$ cat config.mk
export PLATFORM = sky130hd
export DESIGN_NAME = page_map_ctrl
export DESIGN_NICKNAME = d
export VERILOG_FILES = /design/src/rtl/page_map_ctrl_pkg.sv /design/src/rtl/page_map_ctrl_rr_arb2.sv /design/src/rtl/page_map_ctrl.sv
export SDC_FILE = /design/constraint.sdc
export NUM_CORES = 1
export LEC_CHECK = 0
export CORE_MARGIN = 2
export CORE_UTILIZATION = 45
export DETAILED_ROUTE_END_ITERATION = 8
export GPL_TIMING_DRIVEN = 0
export PLACE_DENSITY = 0.81
export SKIP_LAST_GASP = 1
export SYNTH_ARGS = -nofsm -noshare
export SYNTH_HDL_FRONTEND = slang
export SYNTH_SLANG_ARGS = --single-unit
$ cat constraint.sdc
create_clock -name clk200 -period 2.8 [get_ports clk200]
set_clock_uncertainty 0.05 [all_clocks]
set_input_delay 0.84 -clock clk200 [delete_from_list [all_inputs] [get_ports clk200]]
set_output_delay 0.84 -clock clk200 [all_outputs]
set_load 0.01 [all_outputs]
$ cat src/rtl/page_map_ctrl_pkg.sv
// Shared definitions for the page map controller and the page map itself.
// Holds the page map opcode encodings, the controller status codes, the
// controller FSM state type and the operand range check helper.
package page_map_ctrl_pkg;

    // Page map opcodes
    localparam logic [1:0] OP_NOP = 2'd0;
    localparam logic [1:0] OP_ADD = 2'd1;
    localparam logic [1:0] OP_DEL = 2'd2;
    localparam logic [1:0] OP_CLR = 2'd3;

    // Sticky completion status codes
    localparam logic [1:0] ERR_OK      = 2'd0;
    localparam logic [1:0] ERR_RANGE   = 2'd1;
    localparam logic [1:0] ERR_TIMEOUT = 2'd2;
    localparam logic [1:0] ERR_BAD_OP  = 2'd3;

    typedef enum logic [2:0] {
        ST_IDLE   = 3'd0,
        ST_CHECK  = 3'd1,
        ST_ISSUE  = 3'd2,
        ST_SETTLE = 3'd3,
        ST_WAIT   = 3'd4,
        ST_DONE   = 3'd5
    } ctrl_state_t;

    // A page window is illegal when empty or when it runs past page 255.
    // The sum is formed at 9 bits so from=255,size=1 (sum 256) stays legal.
    function automatic logic range_bad(input logic [7:0] from, input logic [7:0] size);
        logic [8:0] sum;
        sum = {1'b0, from} + {1'b0, size};
        return (size == 8'd0) || (sum > 9'd256);
    endfunction

endpackage

$ cat src/rtl/page_map_ctrl_rr_arb2.sv
// Two-way round-robin arbiter (module rr_arb2).
// Ports:
//   req[1:0]  in   request vector (already qualified by the caller)
//   last      in   index of the requester served most recently
//   grant     out  one-hot grant, zero when nothing requests
//   last_upd  out  new last-served index to store when the grant is used
module rr_arb2 (
    input  logic [1:0] req,
    input  logic       last,
    output logic [1:0] grant,
    output logic       last_upd
);

    always_comb begin
        grant = req;
        // Contention: favour whichever requester was not served last.
        if (req == 2'b11) begin
            grant = last ? 2'b01 : 2'b10;
        end
    end

    assign last_upd = grant[1];

endmodule

$ cat src/rtl/page_map_ctrl.sv
// Page map command controller.
// Arbitrates two command requesters, range-checks the accepted command,
// issues it to the page map for one cycle, ignores pm_valid for a settle
// window, then waits (bounded) for pm_valid before signalling completion.
// Ports:
//   clk200, a8_rst              clock, asynchronous active-high reset
//   rq0_* / rq1_*               requester valid/ready handshake + op/from/size
//   pm_op, pm_from, pm_size     command to the page map (op non-zero one cycle)
//   pm_valid                    page map state valid
//   busy, done, done_src, err   controller status
module page_map_ctrl
    import page_map_ctrl_pkg::*;
#(
    parameter int TIMEOUT = 64,
    parameter int SETTLE  = 2
) (
    input  logic       clk200,
    input  logic       a8_rst,
    input  logic       rq0_valid,
    output logic       rq0_ready,
    input  logic [1:0] rq0_op,
    input  logic [7:0] rq0_from,
    input  logic [7:0] rq0_size,
    input  logic       rq1_valid,
    output logic       rq1_ready,
    input  logic [1:0] rq1_op,
    input  logic [7:0] rq1_from,
    input  logic [7:0] rq1_size,
    output logic [1:0] pm_op,
    output logic [7:0] pm_from,
    output logic [7:0] pm_size,
    input  logic       pm_valid,
    output logic       busy,
    output logic       done,
    output logic       done_src,
    output logic [1:0] err
);

    // One counter serves both the settle window and the wait timeout,
    // sized so the larger of the two limits fits without wrapping.
    localparam int CNT_MAX = (TIMEOUT > SETTLE) ? TIMEOUT : SETTLE;
    localparam int CW      = $clog2(CNT_MAX + 1);

    ctrl_state_t state_reg, state_next;
    logic [1:0]  op_reg, op_next;
    logic [7:0]  from_reg, from_next;
    logic [7:0]  size_reg, size_next;
    logic        src_reg, src_next;
    logic [1:0]  err_reg, err_next;
    logic [CW-1:0] cnt_reg, cnt_next;
    logic [7:0]  pm_from_reg, pm_from_next;
    logic [7:0]  pm_size_reg, pm_size_next;
    logic        last_reg, last_next;

    logic [1:0]  arb_req;
    logic [1:0]  grant;
    logic        last_upd;

    // Requests are only presented in IDLE, and never while reset is held,
    // so ready cannot be asserted during reset.
    assign arb_req = {rq1_valid, rq0_valid} & {2{(state_reg == ST_IDLE) && !a8_rst}};

    rr_arb2 u_arb (
        .req      (arb_req),
        .last     (last_reg),
        .grant    (grant),
        .last_upd (last_upd)
    );

    always_ff @(posedge clk200 or posedge a8_rst) begin
        if (a8_rst) begin
            state_reg   <= ST_IDLE;
            op_reg      <= OP_NOP;
            from_reg    <= 8'd0;
            size_reg    <= 8'd0;
            src_reg     <= 1'b0;
            err_reg     <= ERR_OK;
            cnt_reg     <= '0;
            pm_from_reg <= 8'd0;
            pm_size_reg <= 8'd0;
            last_reg    <= 1'b1;   // "last served = 1" gives requester 0 priority
        end else begin
            state_reg   <= state_next;
            op_reg      <= op_next;
            from_reg    <= from_next;
            size_reg    <= size_next;
            src_reg     <= src_next;
            err_reg     <= err_next;
            cnt_reg     <= cnt_next;
            pm_from_reg <= pm_from_next;
            pm_size_reg <= pm_size_next;
            last_reg    <= last_next;
        end
    end

    always_comb begin
        state_next   = state_reg;
        op_next      = op_reg;
        from_next    = from_reg;
        size_next    = size_reg;
        src_next     = src_reg;
        err_next     = err_reg;
        cnt_next     = cnt_reg;
        pm_from_next = pm_from_reg;
        pm_size_next = pm_size_reg;
        last_next    = last_reg;
        pm_op        = OP_NOP;
        done         = 1'b0;

        case (state_reg)
            ST_IDLE: begin
                if (grant[0]) begin
                    op_next   = rq0_op;
                    from_next = rq0_from;
                    size_next = rq0_size;
                    src_next  = 1'b0;
                end else if (grant[1]) begin
                    op_next   = rq1_op;
                    from_next = rq1_from;
                    size_next = rq1_size;
                    src_next  = 1'b1;
                end
                if (grant != 2'b00) begin
                    err_next   = ERR_OK;
                    last_next  = last_upd;
                    state_next = ST_CHECK;
                end
            end
            ST_CHECK: begin
                cnt_next = '0;
                if (op_reg == OP_NOP) begin
                    err_next   = ERR_BAD_OP;
                    state_next = ST_DONE;
                end else if (op_reg == OP_CLR) begin
                    pm_from_next = 8'd0;
                    pm_size_next = 8'd0;
                    state_next   = ST_ISSUE;
                end else if (range_bad(from_reg, size_reg)) begin
                    err_next   = ERR_RANGE;
                    state_next = ST_DONE;
                end else begin
                    pm_from_next = from_reg;
                    pm_size_next = size_reg;
                    state_next   = ST_ISSUE;
                end
            end
            ST_ISSUE: begin
                pm_op      = op_reg;
                cnt_next   = '0;
                state_next = (SETTLE == 0) ? ST_WAIT : ST_SETTLE;
            end
            ST_SETTLE: begin
                if (cnt_reg == CW'(SETTLE - 1)) begin
                    cnt_next   = '0;
                    state_next = ST_WAIT;
                end else begin
                    cnt_next = cnt_reg + CW'(1);
                end
            end
            ST_WAIT: begin
                if (pm_valid) begin
                    state_next = ST_DONE;
                end else if (cnt_reg == CW'(TIMEOUT - 1)) begin
                    err_next   = ERR_TIMEOUT;
                    state_next = ST_DONE;
                end else begin
                    cnt_next = cnt_reg + CW'(1);
                end
            end
            ST_DONE: begin
                done       = 1'b1;
                state_next = ST_IDLE;
            end
            default: begin
                state_next = ST_IDLE;
            end
        endcase
    end

    assign rq0_ready = grant[0];
    assign rq1_ready = grant[1];
    assign busy      = (state_reg != ST_IDLE);
    assign done_src  = src_reg;
    assign err       = err_reg;
    assign pm_from   = pm_from_reg;
    assign pm_size   = pm_size_reg;

endmodule
==> results of run 1 <==
[metrics by stage]
stage               TNS (ns)  area (sq um)  utilization, %  total power (W)  hold slack [ns]
finish                -0.935          3780            64.6          0.00461            0.427
global route           -1.77          3780            64.6          0.00495            0.450
CTS                  -0.0622          3680            62.9          0.00435            0.430
detailed placement     -3.55          3450            59.0          0.00363            0.415
global placement      -12.46          3430            58.7          0.00356            0.405
floorplan                  0          2690               -          0.00284            0.394
[what timing repair did]
item,in CTS,in global routing
endpoints found under the setup margin,17,17
pin swaps,7,12
gates resized for setup,21,13
buffers inserted,6,6
cloned,0,1
endpoints found under the hold margin,0,0
[logic make-up after synthesis]
family                     after synthesis  synth area share, %
adders and majority gates               11                 5.40
DFF                                     48                 44.7
muxes                                    1                0.419
AOI/OAI and AO/OA                       86                 22.8
xor gates and xnor gates                 1                0.326
and+or+nand+nor                        128                 22.4
buffers and inverters                   22                 3.86
[worst reg2reg max path: cells and delay by family, from the launching register on]
kind,cells,cell delay [ns]
AOI/OAI and AO/OA,4,0.68
adders and majority gates,2,0.61
and+or+nand+nor,2,0.56
DFF,1,0.46
buffers and inverters,2,0.34
xor gates and xnor gates,1,0.13
[routing by layer]
metal / part of all wire, % / routed length, um / global-route usage, %
met1: 43 / 3240 / 30.1
met2: 50 / 3760 / 40.6
met3: 5.7 / 433 / 4.89
met4: 1.6 / 122 / 7.97
met5: 0 / 0 / 0
[worst max-delay path by stage]
stage	end	slack [ns]	depth (start not counted)
floorplan	err[1]	0.14	10
global placement	rq0_ready	-0.99	7
detailed placement	rq0_ready	-1.04	7
CTS	rq0_ready	-0.06	7
global route	pm_from[6]	-0.14	11
finish	pm_size[6]	-0.08	11
[power by group through the flow]
stage               logic, W  registers (W)  clock network, W
floorplan            0.00160        0.00124                 0
global placement     0.00228        0.00128                 0
detailed placement   0.00234        0.00129                 0
CTS                  0.00246        0.00129          0.000603
global route         0.00298        0.00133          0.000629
finish               0.00271        0.00130          0.000597
[cell usage after synthesis, types with 3 or more instances]
library cell	n
nor2b_1	3
nand4b_1	3
nand2_1	52
a21oi_1	12
and3_1	6
nand3b_1	3
inv_1	8
a31oi_1	21
dfrtp_1	47
nand2b_1	5
ha_1	10
nor2_1	37
o211ai_1	3
nor4_1	4
clkbuf_1	7
nand3_1	3
a22o_1	17
o21ai_0	14
nor3_1	4
[area by class of cell]
class                      count  area, sq um
clock buffer                   6         72.6
clock inverter                 2         60.1
fill                         472         2070
multi-input combinational    227         1470
sequential                    48         1200
timing repair buffer          79          769
buffer                        10         67.6
inverter                      10         42.5
tap                           75         93.8
==> impl_metrics.csv, run 1 <==
group,metric,value,unit
outcome,outcome,"finished, violations left",
outcome,violations,"negative setup slack",
setup_path,cp.required,3.00,ns
setup_path,crit_start,"size_reg[0]",
synth,ys.flop_type,"dfrtp_1",
global_route,grt_overflow,0,
sta,fmax,0.347,GHz
clocking,clock_path_buffers,2,
setup_path,worstPathArrival,3.08,ns
min_path,worstHoldPathCells,2,
setup_path,r2r_start,"size_reg[0]",
finish,layout_common_cells,"clkdlybuf4s50_1, nand2_1, dfrtp_1, nor2_1, a31oi_1",
global_route,grt_pass1_vias,2629,
clocking,cts_tree,"built",
setup_path,critPathLaunchType,"register",
finish,stdcell_count,457,
die,die_w,81.3,um
setup_path,cpLargestDelayFamily,"compound AO/OA/AOI/OAI gates",
synth,syn_inst,297,
pwr,power_density,1220,nW/um^2
placed_design,port_buffers,65,
min_path,min_from,"last_reg",
die,ioPinCount,66,
synth,yosysWarnings,0,
routing,ant_nets,0,
min_path,hold_end,"last_reg",
pwr,leakage,1.65,nW
sta,maxSlewViolCount,0,
clocking,clk_latency,0.31,ns
synth,yosys.area.top_type_share,43.7,%
finish,drive_above_1_share,12.3,%
pwr,sw_frac_of_total,42.4,%
global_route,grt_pass1_wl,12.1,mm
placed_design,dp_hpwl,5.49,mm
synth,synth_nets,349,
pwr,irDropWorstVdd,568,uV
die,floorplan.initialDensity,46.0,%
pwr,clkPwrFrac,13.0,%
clocking,clk_pin_slew,0.09,ns
setup_path,regToRegSetupSlack,-0.08,ns
synth,synth_top_area_cell,"dfrtp_1",
routing,wl_per_cell,16.5,um
setup_path,crit_type,"register to register",
placed_design,placedCellCount,438,
setup_path,worstReg2RegEnd,"pm_size[6]",
die,core,5850,sq um
setup_path,critical-path-max-stage-delay,0.46,ns
routing,vias,2665,
pwr,power_frac_comb,58.8,%
sta,worst_slack,-0.0819,ns
sta,rsz0062_at_grt,"true",
routing,via_per_inst,5.83,
die,dieArea,6610,sq um
global_route,track_usage,23.8,%
setup_path,critPathMaxFanout,5,
routing,drt-initial-drc-count,180,
synth,syn_area,2690,sq um
min_path,hold_path.class,"register to register",
setup_path,rr_worst_depth,11,
sta,period_minus_slack,2.88,ns
synth,yosys-top-cells-area,"dfrtp_1, nand2_1, a22o_1",
placed_design,place_ws,-1.04,ns
placed_design,finalWeightedCongestion,0.938,
setup_path,crit_chain,"ha_4 -> fa_2 -> buf_4 -> xor2_1 -> a221o_1 -> a21oi_1 -> and2b_1 -> a31oi_4 -> nor3b_4 -> buf_6 -> a22o_1",
synth,yosysSeqAreaShare,44.7,%
finish,insertedDiodeCount,0,
sta,worstMarginPinSlew,0.468,ns
routing,drt_wl_total,7.56,mm
global_route,grt_max_degree,36,
clocking,htree_levels,2,
synth,synth_edf_count,0,
pwr,p_int,0.00266,W
die,num_rows,28,
routing,first_pass_iters,6,
setup_path,slowest_stage,"dfrtp_2",
synth,ys_ff_latch,48,
routing,drc,0,
pwr,p_sw,0.00195,W
sta,finalCritPeriodShare,103,%
finish,fin_nets,433,
synth,synthArstFlopShare,100,%
clocking,cts_root_buffer,"clkbuf_8",
setup_path,path_buf_inv,2,
clocking,cts_buffers,5,
finish,area_growth,40.5,%
synth,avgSynthCellArea,9.05,sq um
setup_path,cp-end-kind,"register",
die,die_h,81.3,um
finish,final_common_cell,"clkdlybuf4s50_1",
clocking,cts.sinks,48,
sta,finalHoldViolCount,0,
pwr,p_seq_share,28.2,%
flow_run,drv_cap,0,
global_route,antenna_found_initial,0,
synth,synth.distinct_cells,51,
sta,setup_viol,15,
clocking,holdBufCountCts,0,
sta,max_slew_margin,68.8,%
(Power assumes the default switching activity.)
==> run 2, diff against run 1 <==
- CORE_MARGIN: 2 -> 5
==> run 2 against run 1 <==
Net effect:
- the flow still finishes with violations (negative setup slack)
- hold slack better by 0.0072 ns
- via count down 1.5%
- highest routed layer unchanged
- critical path depth down 1
- combinational power about the same
- setup slack better by 0.077 ns
- global-route usage down 3.2 points
- register-to-register slack better by 0.08 ns
- sequential cell count unchanged
- die area up 15%
- clock power down 29%
==> impl_metrics.csv, run 2 (same netlist as run 1, synthesis figures left out) <==
group,metric,value,unit
outcome,outcome,"finished, violations left",
outcome,violations,"negative setup slack",
placed_design,finalWeightedCongestion,0.911,
routing,ant_nets,0,
pwr,leakage,1.65,nW
global_route,track_usage,20.6,%
finish,post-route-util,63.9,%
clocking,cts_tree,"built",
die,die_w,87.3,um
sta,worst_slack,-0.00533,ns
sta,fin_hold_ws,0.434,ns
finish,area_growth,39.0,%
routing,first_pass_iters,5,
finish,insertedDiodeCount,0,
pwr,fin_total_pwr,0.00443,W
sta,worstMarginPinSlew,0.506,ns
sta,maxSlewViolCount,0,
clocking,clk_latency,0.30,ns
finish,fin_nets,433,
pwr,power_density,1180,nW/um^2
finish,stdcell_count,457,
clocking,htree_levels,2,
sta,finalHoldViolCount,0,
routing,drt-initial-drc-count,152,
die,core,5850,sq um
routing,drt_wl_total,7.75,mm
global_route,grt_pass1_wl,12.2,mm
routing,wl_per_cell,17.0,um
global_route,antenna_found_initial,0,
sta,max_slew_margin,66.2,%
global_route,grt_pass1_vias,2593,
finish,layout_common_cells,"clkdlybuf4s50_1, nand2_1, dfrtp_1, nor2_1, a31oi_1",
clocking,holdBufCountCts,0,
placed_design,dp_hpwl,5.54,mm
setup_path,crit_type,"register to register",
clocking,cts_root_buffer,"clkbuf_8",
sta,period_minus_slack,2.81,ns
clocking,cts_buffers,5,
setup_path,critPathLaunchType,"register",
global_route,grt_overflow,0,
pwr,irDropWorstVdd,574,uV
setup_path,cp-end-kind,"register",
die,dieArea,7620,sq um
finish,drive_above_1_share,13.1,%
routing,via_per_inst,5.74,
routing,vias,2624,
routing,drc,0,
global_route,grt_max_degree,27,
sta,fmax,0.356,GHz
setup_path,worstPathArrival,2.95,ns
clocking,clock_path_buffers,2,
clocking,cts.sinks,48,
die,ioPinCount,66,
sta,setup_viol,2,
setup_path,critPathMaxFanout,10,
flow_run,drv_cap,0,
setup_path,cp.required,2.94,ns
finish,final_common_cell,"clkdlybuf4s50_1",
placed_design,port_buffers,65,
die,die_h,87.3,um
sta,rsz0062_at_grt,"true",
die,floorplan.initialDensity,46.0,%
min_path,hold_path.class,"register to register",
placed_design,place_ws,-1.07,ns
die,num_rows,28,
placed_design,placedCellCount,438,
sta,finalCritPeriodShare,100,%
clocking,clk_pin_slew,0.09,ns
run 2: final timing paths:
| check | from | end | slack, ns | cells after the start |
|---|---|---|---|---|
| max in group asynchronous | a8_rst | last_reg | 1.39 | 3 |
| min | done_src | done_src | 0.43 | 2 |
| min reg2reg | done_src | done_src | 0.43 | 2 |
| min in group asynchronous | a8_rst | err[1] | 0.73 | 2 |
| max | size_reg[0] | pm_from[2] | -0.005 | 10 |
| max reg2reg | size_reg[0] | pm_from[2] | -0.005 | 10 |
run 2: layout make-up:
type	count	area, sq um
fillers	472	2110
multi-input cells	228	1480
flip-flops and latches	48	1200
plain buffers	9	53.8
clock buffers	6	82.6
inverters	10	42.5
well taps	75	93.8
clock inverters	2	10.0
repair buffers	79	767
run 2: critical path, stage by stage, from the launching register on:
cell	delay, ns
dfrtp_1	0.42
ha_2	0.22
fa_2	0.42
a211oi_4	0.40
nor2_2	0.10
o311a_1	0.35
buf_4	0.14
a31oi_4	0.18
nor3b_4	0.07
buf_6	0.14
a22o_1	0.19
run 2: layer usage:
layer	up-vias	global-route usage, %	routed length [um]
li1	1245	-	-
met2	99	35.5	3940
met5	-	0	0
met1	1263	25.2	3170
met4	0	8.23	200
met3	17	3.69	443
run 2: where the power goes:
part / leakage [nW] / internal, W / switching [W]
combinational: 0.994 / 0.00131 / 0.00140
clock: 0.0510 / 0.000197 / 0.000228
sequential: 0.601 / 0.000987 / 0.000307
total: 1.65 / 0.00249 / 0.00193
run 2: through the flow:
stage          setup TNS, ns  cell area (sq um)
2_1_floorplan              0               2690
5_1_grt                -1.82               3740
3_5_place_dp           -3.58               3450
4_1_cts              -0.0958               3650
3_3_place_gp          -11.87               3430
6_report            -0.00955               3740
run 2: what timing repair did:
action                     4_1_cts  5_1_grt
setup endpoints to repair       19       19
gates cloned                     1        1
resized for setup               16       12
hold endpoints to repair         0        0
buffers inserted                 7        5
pin swaps                        6       11
==> variant, RTL diff (settings of run 2) <==
`TIMEOUT`: 64 -> 128.
--- a/src/rtl/page_map_ctrl.sv
+++ b/src/rtl/page_map_ctrl.sv
@@ -11,7 +11,7 @@
 module page_map_ctrl
     import page_map_ctrl_pkg::*;
 #(
-    parameter int TIMEOUT = 64,
+    parameter int TIMEOUT = 128,
     parameter int SETTLE  = 2
 ) (
     input  logic       clk200,
Behaviour: no difference found for any inputs over 10 cycles, from zero or initial values and one cycle with a8_rst high; that may be too few to reach the edited logic, so the function may still have changed.
==> variant against run 2 <==
Design area up 14%. Power grew 26%. Routed wire length is 12% higher. Area after synthesis rose by 18%. Critical path depth fell by 1. Fmax is 2.7% higher. Sequential cell count grew 1. First-iteration DRC count grew 62%. Worst setup slack improved by 0.073 ns. Critical endpoint is now err[1]. Largest power group unchanged.
==> variant: results (changes against run 2) <==
metric,value,unit,change
ys_seq_area_frac,0.3862,,-0.06096
syn_nets,421,,+21%
post-cts-setup-buffers,9,,+2
wl_met2,4042,um,+2.6%
globalRouteMet3Util,0.03686,,-0.00003790
place_area,3970,sq um,+15%
synthAdderAreaFrac,0.04567,,-0.008309
met2_usage,0.3223,,-0.03318
wirelength,8657,um,+12%
dr_wl_met3,506,um,+14%
synth_compound_area_frac,0.2882,,+0.05971
grt_pass1_vias,3027,,+17%
met1_usage,0.2805,,+0.02828
synthTopCellsByArea,"dfrtp_1, nand2_1, a22o_1, a41oi_1, and3_1",,
synthTopCellsByCount,"nand2_1, dfrtp_1, nor2_1",,
cp_data_arrival_time,2.89,ns,-0.06 ns
fin_cells,548,,+20%
power.leakage,1.826,nW,+11%
synthMuxAreaShare,0.003150,,-0.001038
synth_cell_types,53,,+3.9%
setup_viol,0,,-2
met1_length,3992,um,+26%
grt_pass1_wl,14500,um,+19%
grt_max_degree,30,,+11%
status,"finished, final reports clean",,
nets,503,,+16%
drive_above_1_share,0.1239,,-0.006996
viasPerCell,5.828,,+1.5%
drt-initial-drc-count,246,,+62%
p_per_area,1315,nW/um^2,+11%
placed_cells,531,,+21%
variant: changes by cell type in the layout (fill, tap and decap cells not counted), moves of 5 or more:
cell | before | now
clkbuf_2 | 1 | 6
nor2_1 | 34 | 27
clkbuf_1 | 5 | 12
and3_1 | 6 | 20
nand2_1 | 52 | 61
o211ai_1 | 3 | 17
a41oi_1 | 0 | 16
a21o_1 | 0 | 5
variant: path summary, 6_finish.rpt:
| path | endpoint | slack, ns | cells after the start |
|---|---|---|---|
| worst max-delay path | err[1] | 0.07 | 9 |
| worst min-delay path | err[0] | 0.45 | 1 |
| worst max register to register | err[1] | 0.07 | 9 |
| worst min register to register | err[0] | 0.45 | 1 |
| max in group asynchronous | last_reg | 1.60 | 3 |
| min in group asynchronous | err[0] | 0.52 | 2 |
variant: cell type report:
class,count,area (sq um),area share
multi-input combinational,284,1888,0.4434
sequential,49,1229,0.2886
timing repair buffer,80,770.7,0.1810
buffer,21,120.1,0.02821
tap,96,120.1,0.02821
clock buffer,8,80.08,0.01881
inverter,10,50.05,0.01175
